--- src/rtl/serial_add_sched.sv ---
// Four-requester scheduler sharing one bit-serial full adder; results go out on a CDB.
// Optional subtract mode (A + ~B + 1 per requester) is enabled by defining SERIAL_ADD_SUB_EN.
module serial_add_sched #(
    parameter int WIDTH = 8,
    parameter int TAG_W = 3
) (
    input  logic                 clk,
    input  logic                 rst_n,
    input  logic [3:0]           req,
    input  logic [4*WIDTH-1:0]   a_i,
    input  logic [4*WIDTH-1:0]   b_i,
    input  logic [4*TAG_W-1:0]   tag_i,
`ifdef SERIAL_ADD_SUB_EN
    input  logic [3:0]           sub_i,
`endif
    output logic [3:0]           gnt,
    output logic                 busy,
    output logic                 cdb_valid,
    output logic [TAG_W-1:0]     cdb_tag,
    output logic [WIDTH-1:0]     cdb_data,
    output logic                 cdb_carry,
    input  logic                 cdb_ack,
    output logic [1:0]           o_dbg_state
);

    localparam int CNT_W = (WIDTH > 1) ? $clog2(WIDTH) : 1;

    typedef enum logic [1:0] {
        S_IDLE = 2'd0,
        S_RUN  = 2'd1,
        S_DONE = 2'd2
    } state_t;

    state_t             r_state;
    logic [1:0]         r_rr_ptr;
    logic [CNT_W-1:0]   r_cnt;
    logic               r_carry;
    logic               r_sub;
    logic [WIDTH-1:0]   r_a;
    logic [WIDTH-1:0]   r_b;
    logic [WIDTH-1:0]   r_result;
    logic [TAG_W-1:0]   r_tag;

    logic [1:0]         w_sel;
    logic               w_any;
    logic               w_sub_sel;
    logic               w_a_bit;
    logic               w_b_bit;
    logic               w_sum;
    logic               w_cout;

    // Round-robin scan from r_rr_ptr upward; iterating from the farthest offset
    // down leaves the nearest requesting index in w_sel.
    always_comb begin
        w_sel = r_rr_ptr;
        w_any = 1'b0;
        for (int k = 3; k >= 0; k--) begin
            if (req[r_rr_ptr + 2'(k)]) begin
                w_sel = r_rr_ptr + 2'(k);
                w_any = 1'b1;
            end
        end
    end

`ifdef SERIAL_ADD_SUB_EN
    assign w_sub_sel = sub_i[w_sel];
`else
    assign w_sub_sel = 1'b0;
`endif

    // Subtraction inverts B bit by bit; the +1 comes from the preset carry.
    assign w_a_bit = r_a[r_cnt];
    assign w_b_bit = r_b[r_cnt] ^ r_sub;
    assign w_sum   = w_a_bit ^ w_b_bit ^ r_carry;
    assign w_cout  = (w_a_bit & w_b_bit) | (w_a_bit & r_carry) | (w_b_bit & r_carry);

    always_ff @(posedge clk or negedge rst_n) begin
        if (!rst_n) begin
            r_state  <= S_IDLE;
            r_rr_ptr <= 2'd0;
            r_cnt    <= '0;
            r_carry  <= 1'b0;
            r_sub    <= 1'b0;
            r_a      <= '0;
            r_b      <= '0;
            r_result <= '0;
            r_tag    <= '0;
        end else begin
            case (r_state)
                S_IDLE: begin
                    if (w_any) begin
                        r_a      <= a_i[w_sel*WIDTH +: WIDTH];
                        r_b      <= b_i[w_sel*WIDTH +: WIDTH];
                        r_tag    <= tag_i[w_sel*TAG_W +: TAG_W];
                        r_sub    <= w_sub_sel;
                        r_carry  <= w_sub_sel;
                        r_cnt    <= '0;
                        r_result <= '0;
                        r_rr_ptr <= w_sel + 2'd1;
                        r_state  <= S_RUN;
                    end
                end
                S_RUN: begin
                    r_result[r_cnt] <= w_sum;
                    r_carry         <= w_cout;
                    r_cnt           <= r_cnt + 1'b1;
                    if (r_cnt == CNT_W'(WIDTH - 1)) begin
                        r_state <= S_DONE;
                    end
                end
                S_DONE: begin
                    if (cdb_ack) begin
                        r_state <= S_IDLE;
                    end
                end
                default: r_state <= S_IDLE;
            endcase
        end
    end

    // rst_n gates the grant so it is low for the whole reset window.
    assign gnt         = (rst_n && (r_state == S_IDLE) && w_any) ? (4'b0001 << w_sel) : 4'b0000;
    assign busy        = (r_state != S_IDLE);
    assign cdb_valid   = (r_state == S_DONE);
    assign cdb_tag     = cdb_valid ? r_tag    : '0;
    assign cdb_data    = cdb_valid ? r_result : '0;
    assign cdb_carry   = cdb_valid ? r_carry  : 1'b0;
    assign o_dbg_state = r_state;

endmodule

--- config.mk ---
export PLATFORM = sky130hd
export DESIGN_NAME = serial_add_sched
export DESIGN_NICKNAME = d
export VERILOG_FILES = /design/src/rtl/serial_add_sched.sv
export SDC_FILE = /design/constraint.sdc
export NUM_CORES = 1
export LEC_CHECK = 0
export ABC_AREA = 1
export CAP_MARGIN = 20
export CORE_MARGIN = 4
export CORE_UTILIZATION = 42
export CTS_CLUSTER_DIAMETER = 100
export DETAILED_ROUTE_END_ITERATION = 8
export GPL_TIMING_DRIVEN = 0
export PLACE_DENSITY_LB_ADDON = 0.25
export SYNTH_ARGS = -nofsm -noshare
export SYNTH_HDL_FRONTEND = slang
export SYNTH_SLANG_ARGS = --single-unit
--- constraint.sdc ---
create_clock -name clk -period 2.24 [get_ports clk]
set_input_delay 0.448 -clock clk [delete_from_list [all_inputs] [get_ports clk]]
set_output_delay 0.448 -clock clk [all_outputs]
set_load 0.005 [all_outputs]
Yosys cells after proc, flatten, opt, wreduce, memory -nomap -nowiden
Cells that the tools add are included.
- output and inout bits: 20
- word-level logic and storage cells: 83
- bits of input ports: 83
- bits in registers: 35
- $add $sub $neg: 5
- multiplexer cells: 37
- multiply operators: 1
- bitwise gates (word level): 7
- magnitude comparators: 6
- equal/unequal tests: 6
- shifts and indexed selects: 4
- reduce and logical (&&, ||, !) cells: 9
- operators by type and width (operator ; count):
    $shiftx A32 B6 Y8 ; 2
    $mux W8 ; 2
    $pmux W8 S2 ; 1
    $mux W2 ; 7
    $mux W1 ; 13
    $lt A2 B3 Y1 const B ; 4
    $shiftx A12 B5 Y3 ; 1
    $bmux W1 S2 ; 4
    $bwmux W8 ; 1
    $bmux W1 S3 ; 2
    $mux W3 ; 2
    $pmux W2 S3 ; 1
    $pmux W3 S2 ; 1
    $add A2 B1 Y2 const B ; 2
    $add A2 B2 Y2 const B ; 2
    $lt A3 B4 Y1 const B ; 1
    $mul A2 B2 Y4 const B ; 1
    $mux W4 ; 1
    $ne A2 B2 Y1 const B ; 2
    $reduce_and A2 Y1 ; 2
    $reduce_bool A2 Y1 ; 2
    $shl A1 B2 Y4 const A ; 1
    $add A3 B1 Y3 const B ; 1
    $and A1 B1 Y1 ; 3
    12 further kinds ; 16

Logic depth before layout (Yosys ltp)
- word-level depth: 9
- depth in mapped cells: 18
- depth with buffers taken out: 16

Worst setup path before layout
OpenSTA, ideal clock, no wires.
- path kind: register to register
- start point: register r_cnt[0]
- end point: register r_result[0]
- slack: 47 ps
- cell stages (with the launch flop): 9
- path buffers: 0
- required time: 2157 ps
- period minus slack after synthesis: 2193 ps
- library setup time: 83 ps
- data arrival time: 2110 ps
- cells stage by stage: dfrtp_1 -> clkinv_1 -> nand3_1 -> nor2_1 -> a2111oi_0 -> nand3_1 -> fa_1 -> nand2_1 -> o22ai_1
- cells in the longest elaborated chain, start to end: 6
- elaborated cells between the ends (all ways): 13
- those cells by class: 2 x order compare; 8 x mux; 2 x bitwise; 1 x reduce/logical
- ends and longest elaborated chain (what ; line ; source):
    from (decl) ; 36 ; logic [CNT_W-1:0] r_cnt;
    from (signal assigned) ; 106 ; r_cnt <= r_cnt + 1'b1;
    $lt A3 B4 Y1 (not written as such) (tied with other cells) ; 104 ; r_result[r_cnt] <= w_sum;
    $logic_and A1 B1 Y1 (not written as such) (tied with other cells) ; 104 ;
    $mux W1 (not written as such) / $xor A1 B1 Y1 (equally long branches) ; 104, 74 ;
    $demux W1 S3 / $xor A1 B1 Y1 (equally long branches) ; 104, 74 ;
    $bwmux W8 (*) ; 104 ;
    $pmux W8 S2 (*) ; 89 ; case (r_state)
    to (signal, indexed assignment) ; 104 ;
    to (decl) ; 41 ; logic [WIDTH-1:0] r_result;
Mark *: on every way between the ends. The rest lies on a longest branch, timed or not. The select of a mux whose other input is x is not followed.
A chain may end at the register's enable or synchronous reset.

Worst setup path in the final report
- start point: register r_rr_ptr[1]
- end point: output port gnt[0]
- cells in the longest elaborated chain, start to end: 9
- elaborated cells between the ends (all ways): 22
- those cells by class: 3 x add/sub; 1 x shift; 17 x mux; 1 x reduce/logical
- ends and longest elaborated chain (what ; line ; source):
    from (decl) ; 35 ; logic [1:0] r_rr_ptr;
    from (signal assigned) ; 99 ; r_rr_ptr <= w_sel + 2'd1;
    $add A2 B2 Y2 ; 58, 59 ;
    $bmux W1 S2 ; 58 ; if (req[r_rr_ptr + 2'(k)]) begin
    $mux W1 (not written as such) ; 58 ;
    $mux W2 / $mux W1 (equally long branches) (4 in series) ; 58 ;
    $shl A1 B2 Y4 / $logic_and A1 B1 Y1 (equally long branches) ; 122 ; assign gnt = (rst_n && (r_state == S_IDLE) && w_any) ? (4'b0001 << w_sel) : 4'b0000;
    $mux W4 (*) ; 122 ;
    to (decl) ; 16 ; output logic [3:0] gnt,
Marks and branches as above.

==> flow_summary.html <==
<table>
<tr><th>Metric</th><th>Value</th></tr>
<tr><th colspan="2">Status</th></tr>
<tr><td>Run status</td><td>finished with violations</td></tr>
<tr><td>Violations in the final reports</td><td>setup timing</td></tr>
<tr><th colspan="2">Power and ir drop</th></tr>
<tr><td>Cell area power density</td><td>1600 nW/um^2</td></tr>
<tr><td>Total net switching power</td><td>3.84 mW</td></tr>
<tr><td>Power, Total</td><td>7.47 mW</td></tr>
<tr><td>Pint</td><td>3.63 mW</td></tr>
<tr><td>Clock share of power</td><td>0.059</td></tr>
<tr><td>Leak</td><td>2.36 nW</td></tr>
<tr><td>Part of the power in combinational logic</td><td>0.791</td></tr>
<tr><td>Worst voltage drop across the vdd grid</td><td>0.677 mV</td></tr>
<tr><td>Sw Ratio</td><td>0.514</td></tr>
<tr><td>Sequential cell fraction of total power</td><td>0.150</td></tr>
<tr><th colspan="2">Clocking</th></tr>
<tr><td>CTS buffer count</td><td>5</td></tr>
<tr><td># H-tree levels</td><td>2</td></tr>
<tr><td>Maximum count of clock buffers along a single path</td><td>2</td></tr>
<tr><td>Reg clk slew, reported paths</td><td>0.07 ns</td></tr>
<tr><td>CTS Sinks</td><td>35</td></tr>
<tr><td>TritonCTS clock tree</td><td>built</td></tr>
<tr><td>Clk Tree Root Cell</td><td>clkbuf_8</td></tr>
<tr><td>Hold bufs inserted after CTS</td><td>0</td></tr>
<tr><td>Worst-skew pair later-pin latency</td><td>0.29 ns</td></tr>
<tr><th colspan="2">Global routing</th></tr>
<tr><td>GRT Total Usage</td><td>0.208</td></tr>
<tr><td>First-pass GRT wire length</td><td>14.3 mm</td></tr>
<tr><td>Maximum number of pins on one net before global-route repair</td><td>37</td></tr>
<tr><td>Via count of the first global-routing pass</td><td>3270</td></tr>
<tr><td>Total grt overflow</td><td>0</td></tr>
<tr><td>Number of antenna violations at the first check in global routing</td><td>0</td></tr>
<tr><th colspan="2">Drt</th></tr>
<tr><td>Remaining number of nets flagged by the antenna check after routing</td><td>0</td></tr>
<tr><td>Overall via count from detail_route</td><td>3318</td></tr>
<tr><td>Wire length per cell after detailed routing</td><td>13.6 um</td></tr>
<tr><td>DRT Pass-1 Iters</td><td>4</td></tr>
<tr><td>Vias per cell</td><td>4.86</td></tr>
<tr><td>Residual DRC</td><td>0</td></tr>
<tr><td>Initial drt markers</td><td>170</td></tr>
<tr><td>Total routed wirelength</td><td>9.28 mm</td></tr>
<tr><th colspan="2">Setup path</th></tr>
<tr><td>Arrival time reported for the critical path endpoint</td><td>1.95 ns</td></tr>
<tr><td>Worst Setup SP</td><td>r_rr_ptr[1]$_DFFE_PN0P_</td></tr>
<tr><td>Kind of capture point of the worst setup path</td><td>primary output</td></tr>
<tr><td>Worst path required time</td><td>1.79 ns</td></tr>
<tr><td>R2R Path End</td><td>r_result[4]$_DFFE_PN0P_</td></tr>
<tr><td>CP cell instances</td><td>inv_4 -&gt; nand2_1 -&gt; nand2_4 -&gt; nand2_4 -&gt; nand2_2 -&gt; inv_2 -&gt; nand2_4 -&gt; nor3_4 -&gt; nor2_2 -&gt; buf_6 -&gt; nand2_4 -&gt; nor3_2 -&gt; buf_2</td></tr>
<tr><td>Startpoint of the worst-slack reg-to-reg timing path</td><td>r_cnt[1]$_DFFE_PN0P_</td></tr>
<tr><td>R2R Setup Slk</td><td>0.07 ns</td></tr>
<tr><td>Critical path peak fanout</td><td>6</td></tr>
<tr><td>Worst path max stage delay</td><td>0.46 ns</td></tr>
<tr><td>Start-to-end type of the worst setup path</td><td>flop to primary output</td></tr>
<tr><td>Slowest cell on the critical path</td><td>dfrtp_2</td></tr>
<tr><td>Launching element type of the critical path</td><td>flop</td></tr>
<tr><td>Reg2reg path depth</td><td>8</td></tr>
<tr><td>Most frequent CP cell</td><td>nand2_4</td></tr>
<tr><td>Destination of the critical timing path</td><td>gnt[0]</td></tr>
<tr><th colspan="2">Die</th></tr>
<tr><td>Die W</td><td>92.0 um</td></tr>
<tr><td>Die Footprint</td><td>8470 um^2</td></tr>
<tr><td>Die height</td><td>92.0 um</td></tr>
<tr><td>Core area</td><td>6830 um^2</td></tr>
<tr><td>Count of standard-cell rows</td><td>30</td></tr>
<tr><td>Initial core utilization</td><td>0.434</td></tr>
<tr><td>Ports placed on the boundary</td><td>103</td></tr>
<tr><th colspan="2">STA</th></tr>
<tr><td>Slew margin rel.</td><td>0.445</td></tr>
<tr><td>Final period demand of the worst path</td><td>2.40 ns</td></tr>
<tr><td>Aggregate negative setup slack</td><td>-0.551 ns</td></tr>
<tr><td>Slew Limit Fails</td><td>0</td></tr>
<tr><td>Unrepaired setup endpoints after global routing</td><td>yes</td></tr>
<tr><td>Actual slew at the worst max-slew pin</td><td>0.833 ns</td></tr>
<tr><td>Minimum setup slack in the final design</td><td>-0.162 ns</td></tr>
<tr><td>Achievable frequency</td><td>416 MHz</td></tr>
<tr><td>Number of hold violations in the final report</td><td>0</td></tr>
<tr><td>Max Clock Skew</td><td>0.00607 ns</td></tr>
<tr><td>Final clock period utilization by the worst path</td><td>1.07</td></tr>
<tr><td>Finish-stage setup viols</td><td>4</td></tr>
<tr><th colspan="2">Placement</th></tr>
<tr><td>Post-detail-place hpwl</td><td>6.63 mm</td></tr>
<tr><td>GPL Wtd Cong</td><td>0.872</td></tr>
<tr><td>Buffers on Ports</td><td>102</td></tr>
<tr><td>Post-detailed-placement cell area</td><td>4100 um^2</td></tr>
<tr><th colspan="2">Worst hold path</th></tr>
<tr><td>Class of the most critical hold timing path</td><td>input port to asynchronous set/reset pin</td></tr>
<tr><th colspan="2">Cells and area</th></tr>
<tr><td>Antenna Cells</td><td>0</td></tr>
<tr><td>Signed area change from the synthesized netlist to the final layout</td><td>57.9%</td></tr>
<tr><td>Cell area after layout</td><td>4680 um^2</td></tr>
<tr><td>Nets@finish</td><td>672</td></tr>
<tr><td>Fraction of layout cells with a size suffix above 1</td><td>0.233</td></tr>
<tr><td>Post-route core utilization</td><td>0.685</td></tr>
<tr><td>Most common cell after layout, fill and taps aside</td><td>nand2_1</td></tr>
<tr><td>Most used cells in the layout excluding fill and tap cells</td><td>nand2_1 (180), clkdlybuf4s50_1 (93), inv_1 (49), nand3_1 (32), dfrtp_1 (31)</td></tr>
<tr><th colspan="2">Synthesis</th></tr>
<tr><td>Post-synth top flop</td><td>dfrtp_1</td></tr>
<tr><td>Distinct cell type count after synthesis</td><td>32</td></tr>
<tr><td>Net count after synthesis</td><td>540</td></tr>
<tr><td>Share of the yosys chip area belonging to registers</td><td>0.295</td></tr>
<tr><td>Synthesized netlist cell count</td><td>454</td></tr>
<tr><td>Synth warn</td><td>0</td></tr>
<tr><td>Combined area of all synthesized cells</td><td>2960 um^2</td></tr>
<tr><td>EDFF count, synth</td><td>0</td></tr>
<tr><td>Post-synthesis area per instance</td><td>6.53 um^2</td></tr>
<tr><td>FFs w/ async S/R, synth</td><td>1.00</td></tr>
<tr><td>Yosys reg bits</td><td>35</td></tr>
<tr><th colspan="2">Run</th></tr>
<tr><td>Max-cap violations</td><td>0</td></tr>
</table>
## kinds of logic (layout without fill, tap and decap cells)
| group | count (synthesis) | after routing | synth area share |
|---|---|---|---|
| AOI/OAI and AO/OA | 32 | 32 | 0.0616 |
| adders and majority gates | 3 | 3 | 0.0152 |
| DFF | 35 | 35 | 0.295 |
| and+or+nand+nor | 300 | 300 | 0.483 |
| buffers and inverters | 84 | 217 | 0.144 |
## final cells by class
class,count,area (um^2)
plain buffers,22,220
clock buffers,7,76.3
clock inverters,1,5.00
fillers,553,2150
inverters,59,246
multi-input cells,335,1910
flip-flops and latches,35,881
well taps,96,120
repair buffers,128,1220
## metal layers
metal  GRT usage  share of wire  vias up
met5           0              0        -
met4      0.0817          0.025        0
met3      0.0377          0.058       22
met2       0.372           0.52      126
met1       0.244           0.40     1480
li1            -              -     1690
## critical path: cells and delay by family (launching register included)
kind | cells | cell delay, ns
buf+inv | 4 | 0.40
simple gates | 9 | 0.79
flops | 1 | 0.46
## through the flow
step	hold slack, ns	setup slack [ns]	instances
floorplan	0.152	0.0470	454
global placement	0.468	-1.27	652
detailed placement	0.465	-0.882	652
CTS	0.276	-0.166	670
global route	0.305	-0.314	683
finish	0.253	-0.162	683
## worst min path at each step
stage	from	to	slack [ns]	cells after the start
6_report	rst_n	o_dbg_state[0]$_DFFE_PN0P_	0.25	1
2_1_floorplan	rst_n	o_dbg_state[0]$_DFFE_PN0P_	0.15	0
5_1_grt	rst_n	o_dbg_state[0]$_DFFE_PN0P_	0.30	1
3_5_place_dp	r_a[4]$_DFFE_PN0P_	r_a[4]$_DFFE_PN0P_	0.46	2
4_1_cts	rst_n	r_result[2]$_DFFE_PN0P_	0.28	1
3_3_place_gp	r_b[7]$_DFFE_PN0P_	r_b[7]$_DFFE_PN0P_	0.47	2
## sequential cells by signal, summed over array words and instances (netlist names)
register / count
r_rr_ptr: 2
o_dbg_state: 2
r_cnt: 3
r_result: 8
r_tag: 3
r_b: 8
r_a: 8
r_carry: 1
## power by group through the flow
stage                     sequential, mW  combinational (mW)  clock, mW
final                               1.12                5.90      0.439
after CTS                           1.11                5.17      0.445
after global routing                1.15                6.55      0.473
after global placement              1.10                4.53          0
after floorplan                     1.06                3.54          0
after detailed placement            1.11                4.63          0
## repair_timing
action,in CTS,in global routing
endpoints found under the setup margin,23,43
setup buffers,13,13
pin swaps,22,20
resized for setup,59,53
## Yosys cell counts, types with 2 or more instances
cell | count | area share
inv_2 | 3 | 0.0038
nand3b_2 | 10 | 0.038
buf_4 | 4 | 0.010
inv_1 | 54 | 0.068
nor3_1 | 6 | 0.010
nand3b_1 | 9 | 0.023
dfrtp_1 | 35 | 0.30
nand2_1 | 194 | 0.25
nand3_1 | 40 | 0.068
clkbuf_1 | 3 | 0.0038
ha_1 | 2 | 0.0084
o21ai_0 | 17 | 0.029
nand2_2 | 5 | 0.011
buf_6 | 4 | 0.015
nor2_1 | 18 | 0.023
a21oi_1 | 2 | 0.0034
buf_2 | 11 | 0.019
buf_12 | 3 | 0.020
nand3_2 | 11 | 0.037
o22ai_1 | 9 | 0.019
nand2_4 | 3 | 0.011
Note: power is estimated with default switching activity, not from simulation.
